[config.mk]
export PLATFORM = sky130hd
export DESIGN_NAME = divider
export DESIGN_NICKNAME = d
export VERILOG_FILES = /design/src/rtl/divider_pkg.sv /design/src/rtl/divider_div_step.sv /design/src/rtl/divider.sv
export SDC_FILE = /design/constraint.sdc
export NUM_CORES = 1
export LEC_CHECK = 0
export ABC_AREA = 1
export BUFFER_PORTS_ARGS = -buffer_cell sky130_fd_sc_hd__buf_2
export CAP_MARGIN = 5
export CORE_MARGIN = 2
export CORE_UTILIZATION = 58
export CTS_CLUSTER_SIZE = 8
export DETAILED_ROUTE_END_ITERATION = 16
export PLACE_DENSITY_LB_ADDON = 0.08
export SLEW_MARGIN = 20
export SYNTH_ARGS = -nofsm -noshare
export SYNTH_HDL_FRONTEND = slang
export SYNTH_SLANG_ARGS = --single-unit
[constraint.sdc]
create_clock -name clk -period 6.28 [get_ports clk]
set_input_delay 0.628 -clock clk [delete_from_list [all_inputs] [get_ports clk]]
set_output_delay 0.628 -clock clk [all_outputs]
set_load 0.01 [all_outputs]
[src/rtl/divider_pkg.sv]
// Shared decode constants, state encodings and the div-instruction decode helper
// for the iterative RV32M divide unit.
package divider_pkg;

  localparam logic [31:0] IM__DIV  = 32'hFE00707F;
  localparam logic [31:0] I__DIV   = 32'h02004033;
  localparam logic [31:0] I__DIVU  = 32'h02005033;
  localparam logic [31:0] I__REM   = 32'h02006033;
  localparam logic [31:0] I__REMU  = 32'h02007033;

  localparam logic [1:0] DIV_IDLE = 2'd0;
  localparam logic [1:0] DIV_CALC = 2'd1;
  localparam logic [1:0] DIV_FIX  = 2'd2;
  localparam logic [1:0] DIV_DONE = 2'd3;

  function automatic logic is_div_inst(input logic [31:0] op);
    logic [31:0] masked;
    masked = op & IM__DIV;
    return (masked == I__DIV) || (masked == I__DIVU) ||
           (masked == I__REM) || (masked == I__REMU);
  endfunction

endpackage

[src/rtl/divider_div_step.sv]
// One restoring radix-2 iteration: shift {rem,quo} left, trial-subtract the
// divisor, keep the difference and set the quotient bit only if it is non-negative.
module div_step (
  input  logic [32:0] rem_i,
  input  logic [31:0] quo_i,
  input  logic [31:0] divisor_i,
  output logic [32:0] rem_o,
  output logic [31:0] quo_o
);

  logic [32:0] shifted;
  logic [32:0] trial;
  logic        fits;

  always_comb begin
    shifted = {rem_i[31:0], quo_i[31]};
    // rem_i[32] set would mean the shifted value exceeds 33 bits, so it always fits
    fits    = rem_i[32] | (shifted >= {1'b0, divisor_i});
    trial   = shifted - {1'b0, divisor_i};
    rem_o   = fits ? trial : shifted;
    quo_o   = {quo_i[30:0], fits};
  end

endmodule

[src/rtl/divider.sv]
// Iterative RV32M DIV/DIVU/REM/REMU unit: FSM, iteration counter, sign fixup and
// registered writeback; one quotient bit per cycle via div_step.
module divider
  import divider_pkg::*;
#(
  parameter int unsigned XLEN = 32
) (
  input  logic            clk,
  input  logic            rst,
  input  logic            valid,
  input  logic [31:0]     opcode,
  input  logic [4:0]      rd_idx,
  input  logic [XLEN-1:0] ra_operand,
  input  logic [XLEN-1:0] rb_operand,
  input  logic            hold,
  output logic            busy,
  output logic            wb_valid,
  output logic [XLEN-1:0] wb_value,
  output logic [4:0]      wb_rd_idx
);

  logic [1:0]      state_q, state_d;
  logic [4:0]      count_q, count_d;
  logic [32:0]     rem_q, rem_d;
  logic [31:0]     quo_q, quo_d;
  logic [31:0]     dvs_q, dvs_d;
  logic            q_neg_q, q_neg_d;
  logic            r_neg_q, r_neg_d;
  logic            sel_rem_q, sel_rem_d;
  logic [4:0]      rd_q, rd_d;
  logic [XLEN-1:0] wb_value_q, wb_value_d;
  logic [4:0]      wb_rd_idx_q, wb_rd_idx_d;

  logic [32:0] step_rem;
  logic [31:0] step_quo;

  logic        accept;
  logic        op_signed, op_rem;
  logic        a_neg, b_neg;
  logic [31:0] a_mag, b_mag;
  logic        div_by_zero, overflow;
  logic [31:0] q_fixed, r_fixed;

  div_step u_step (
    .rem_i     (rem_q),
    .quo_i     (quo_q),
    .divisor_i (dvs_q),
    .rem_o     (step_rem),
    .quo_o     (step_quo)
  );

  always_comb begin
    state_d     = state_q;
    count_d     = count_q;
    rem_d       = rem_q;
    quo_d       = quo_q;
    dvs_d       = dvs_q;
    q_neg_d     = q_neg_q;
    r_neg_d     = r_neg_q;
    sel_rem_d   = sel_rem_q;
    rd_d        = rd_q;
    wb_value_d  = wb_value_q;
    wb_rd_idx_d = wb_rd_idx_q;

    accept      = valid & is_div_inst(opcode) & ~hold &
                  ((state_q == DIV_IDLE) || (state_q == DIV_DONE));
    op_signed   = ~opcode[12];
    op_rem      = opcode[13];
    a_neg       = op_signed & ra_operand[31];
    b_neg       = op_signed & rb_operand[31];
    a_mag       = a_neg ? -ra_operand : ra_operand;
    b_mag       = b_neg ? -rb_operand : rb_operand;
    div_by_zero = (rb_operand == '0);
    overflow    = op_signed && (ra_operand == 32'h8000_0000) && (rb_operand == '1);
    q_fixed     = q_neg_q ? -quo_q : quo_q;
    r_fixed     = r_neg_q ? -rem_q[31:0] : rem_q[31:0];

    if (!hold) begin
      case (state_q)
        DIV_IDLE, DIV_DONE: begin
          if (accept) begin
            sel_rem_d = op_rem;
            rd_d      = rd_idx;
            q_neg_d   = a_neg ^ b_neg;
            r_neg_d   = a_neg;
            if (div_by_zero) begin
              wb_value_d  = op_rem ? ra_operand : '1;
              wb_rd_idx_d = rd_idx;
              state_d     = DIV_DONE;
            end else if (overflow) begin
              wb_value_d  = op_rem ? '0 : ra_operand;
              wb_rd_idx_d = rd_idx;
              state_d     = DIV_DONE;
            end else begin
              count_d = '0;
              rem_d   = '0;
              quo_d   = a_mag;
              dvs_d   = b_mag;
              state_d = DIV_CALC;
            end
          end else begin
            state_d = DIV_IDLE;
          end
        end
        DIV_CALC: begin
          rem_d   = step_rem;
          quo_d   = step_quo;
          count_d = count_q + 5'd1;
          if (count_q == 5'd31) state_d = DIV_FIX;
        end
        default: begin
          wb_value_d  = sel_rem_q ? r_fixed : q_fixed;
          wb_rd_idx_d = rd_q;
          state_d     = DIV_DONE;
        end
      endcase
    end
  end

  always_ff @(posedge clk or posedge rst) begin
    if (rst) begin
      state_q     <= DIV_IDLE;
      count_q     <= '0;
      rem_q       <= '0;
      quo_q       <= '0;
      dvs_q       <= '0;
      q_neg_q     <= 1'b0;
      r_neg_q     <= 1'b0;
      sel_rem_q   <= 1'b0;
      rd_q        <= '0;
      wb_value_q  <= '0;
      wb_rd_idx_q <= '0;
    end else begin
      state_q     <= state_d;
      count_q     <= count_d;
      rem_q       <= rem_d;
      quo_q       <= quo_d;
      dvs_q       <= dvs_d;
      q_neg_q     <= q_neg_d;
      r_neg_q     <= r_neg_d;
      sel_rem_q   <= sel_rem_d;
      rd_q        <= rd_d;
      wb_value_q  <= wb_value_d;
      wb_rd_idx_q <= wb_rd_idx_d;
    end
  end

  assign busy      = (state_q == DIV_CALC) || (state_q == DIV_FIX);
  assign wb_valid  = (state_q == DIV_DONE);
  assign wb_value  = wb_value_q;
  assign wb_rd_idx = wb_rd_idx_q;

endmodule

==> impl_metrics.py <==
metrics = {
    "outcome": {
        "status": "finished clean",
    },
    "clocking": {
        "cts_buffer_depth": 2,
        "ctsHoldBuffers": 0,
        "numCtsBuffers": 17,
        "cts_tree": "done",
        "ctsResizeCount": 0,
        "clk_pin_slew_ns": 0.07,
        "cts_setup_buffers": 0,
        "insertion_delay_ns": 0.44,
        "htree_levels": 4,
        "clkSinkCount": 149,
        "cts.root.buffer_cell": "clkbuf_16",
    },
    "setup_path": {
        "r2r_slack_ns": 2.10,
        "cp-end-kind": "register",
        "r2r-end": "wb_value[10]$_DFFE_PP0P_",
        "critPathKind": "register to register",
        "timing.rr.start": "state_q[1]$_DFFE_PP0P_",
        "cp.required_ns": 6.61,
        "cp_data_arrival_time_ns": 4.50,
        "reg2reg_depth": 10,
        "critPathLaunchType": "register",
        "cp_max_fo": 43,
    },
    "detailed_routing": {
        "drt_first_pass_iters": 6,
        "via_count": 15230,
        "drtIter0Drc": 1451,
        "final_antenna_net_count": 0,
        "wl_per_cell_um": 17.00,
        "drcViolationCount": 0,
        "wl_um": 46270,
        "post_drt_via_cell_ratio": 5.596,
    },
    "layout": {
        "syn_to_final_growth_pct": 9.372,
        "diodes": 0,
        "finalNetCount": 2538,
        "final_util": 0.6439,
        "fillers": 2350,
        "layout-drive-gt1-share": 0.08906,
    },
    "grt": {
        "grtUsageTotal": 0.3737,
        "grt_first_pass_wirelength_um": 71860,
        "overflow": 0,
        "grt_max_degree": 101,
        "antenna_found_initial": 0,
        "grt_pass1_vias": 13640,
    },
    "pwr": {
        "p_leak_nw": 7.992,
        "peakVddDrop_mv": 0.2419,
        "p_per_area_mw_per_mm2": 328.0,
    },
    "timing": {
        "hold_viol": 0,
        "period_minus_slack_ns": 4.176,
        "slew_violations": 0,
        "period_share": 0.6650,
        "slew_headroom": 0.2538,
        "worstMarginPinSlew_ns": 1.112,
        "rsz0062_at_grt": "false",
        "max_freq_ghz": 0.2395,
        "skew_ns": 0.01866,
        "tns_ns": 0,
        "finalSetupViolCount": 0,
    },
    "synth": {
        "yosysTopAreaCell": "dfrtp_1",
        "ys_seq_area_frac": 0.2714,
        "synth_most_common_cell": "nand2_1",
        "synth_cell_types": 47,
        "syn_avg_cell_area_um2": 5.949,
        "synthArstFlopShare": 1.000,
        "synth_area_leaders": "dfrtp_1 27%, nand2_1 21%, nor2_1 8.4%",
        "syn_area_mm2": 0.01374,
        "yosysTopAreaCellShare": 0.2714,
        "synth-edff-count": 0,
        "synth_fp_nets": 2457,
        "netlist_top_cells_count": "763 x nand2_1, 307 x nor2_1, 273 x inv_1",
        "ys_ff_latch": 149,
        "ys.warnings.count": 0,
        "dominantRegCellSynth": "dfrtp_1",
        "synth_cells": 2309,
    },
    "flow_run": {
        "drv_cap": 0,
    },
    "floorplanning": {
        "initial_core_util": 0.5887,
        "die-area_mm2": 0.02493,
        "ios": 144,
        "rows": 56,
        "core_mm2": 0.02333,
        "die_w_um": 157.9,
        "die_y_um": 157.9,
    },
    "placement": {
        "portBuffers": 128,
        "gp_congestion": 0.9661,
        "dpl.hpwl_um": 35370,
    },
    "hold_path": {
        "hold_class": "primary input to asynchronous set/reset pin",
    },
}
-- worst max-delay path, stage by stage (launching register included) --
cell and delay (ns):
dfrtp_1 0.42, inv_1 0.07, ha_1 0.13, buf_4 0.43, clkinv_1 1.01, nand2_1 0.40
a21oi_1 0.08, nand2_2 0.66, inv_2 0.52, o21ai_1 0.26, nand2_1 0.07
-- report_power, final --
group / internal, mW / leakage, nW / total, mW / switching, mW
Combinational: 0.751 / 5.81 / 2.55 / 1.79
Clock: 0.559 / 0.281 / 1.02 / 0.461
Sequential: 1.18 / 1.90 / 1.36 / 0.187
-- per-stage QoR --
stage / std cells / hold WS (ns) / power, mW / instance area, um^2 / worst slack [ns]
after floorplan: 2309 / 0.4427 / 3.075 / 13740 / 1.644
after global placement: 2690 / 0.4547 / 3.813 / 14450 / 2.419
after detailed placement: 2690 / 0.4599 / 3.865 / 14450 / 2.380
after CTS: 2722 / 0.4025 / 4.884 / 15020 / 2.420
after global routing: 2722 / 0.4227 / 5.268 / 15020 / 1.845
final: 2722 / 0.4025 / 4.928 / 15020 / 2.104
-- metal layers --
layer	track usage	routed length [um]
met3	0.05393	3035
met1	0.4800	19150
met2	0.5944	21010
met4	0.2294	3071
met5	0	0
-- flip-flops by register name (all words and copies together) (netlist names) --
name	cells
q_neg_q	1
dvs_q	32
state_q	2
wb_rd_idx	5
rd_q	5
sel_rem_q	1
quo_q	32
wb_value	32
count_q	5
rem_q	33
r_neg_q	1
-- layout make-up --
cell class	instances	area [um^2]	area share
Timing Repair Buffer	137	708.2	0.04714
Sequential cell	149	3729	0.2482
Tap cell	319	399.1	0.02657
Clock inverter	14	123.9	0.008245
Inverter	287	1084	0.07212
Multi-Input combinational cell	1798	8542	0.5685
Clock buffer	18	439.2	0.02923
-- cells in the final DEF (no fill, tap or decap), drive strengths merged --
cell type / n
o21a: 1
nand4: 23
xnor2: 21
nor2: 319
o31ai: 3
a31oi: 2
dfrtp: 149
fa: 1
nor4: 3
o21ai: 193
nor3: 17
xor2: 49
nand3: 201
a21oi: 103
o211a: 1
bufinv: 1
a41o: 1
nand3b: 6
o22ai: 3
and2: 3
nand2b: 1
buf: 137
a21o: 3
clkbuf: 18
a21boi: 1
o21bai: 6
clkinv: 14
maj3: 7
inv: 285
nand2: 768
ha: 42
o211ai: 9
nor3b: 2
or2: 9
clkinvlp: 1
-- worst max-delay path by stage --
stage / start / end / cells after the start
detailed placement: opcode[12] / wb_value[10]$_DFFE_PP0P_ / 12
global placement: rb_operand[0] / wb_value[10]$_DFFE_PP0P_ / 13
floorplan: rst / count_q[0]$_DFFE_PP0P_ / 1
finish: state_q[1]$_DFFE_PP0P_ / wb_value[10]$_DFFE_PP0P_ / 10
global route: state_q[1]$_DFFE_PP0P_ / wb_value[10]$_DFFE_PP0P_ / 10
CTS: state_q[1]$_DFFE_PP0P_ / wb_value[10]$_DFFE_PP0P_ / 10
-- cells by family (layout without fill, tap and decap cells) --
logic type,after synthesis,in the layout,share of synthesized area
AND/OR/NAND/NOR,1352,1352,0.4073
adder cells (fa/ha/maj),50,50,0.04481
flip-flops,149,149,0.2714
XOR/XNOR,70,70,0.04463
buffers and inverters,362,456,0.1077
AO/OA/AOI/OAI,326,326,0.1241
Note: power is estimated with default switching activity, not from simulation.
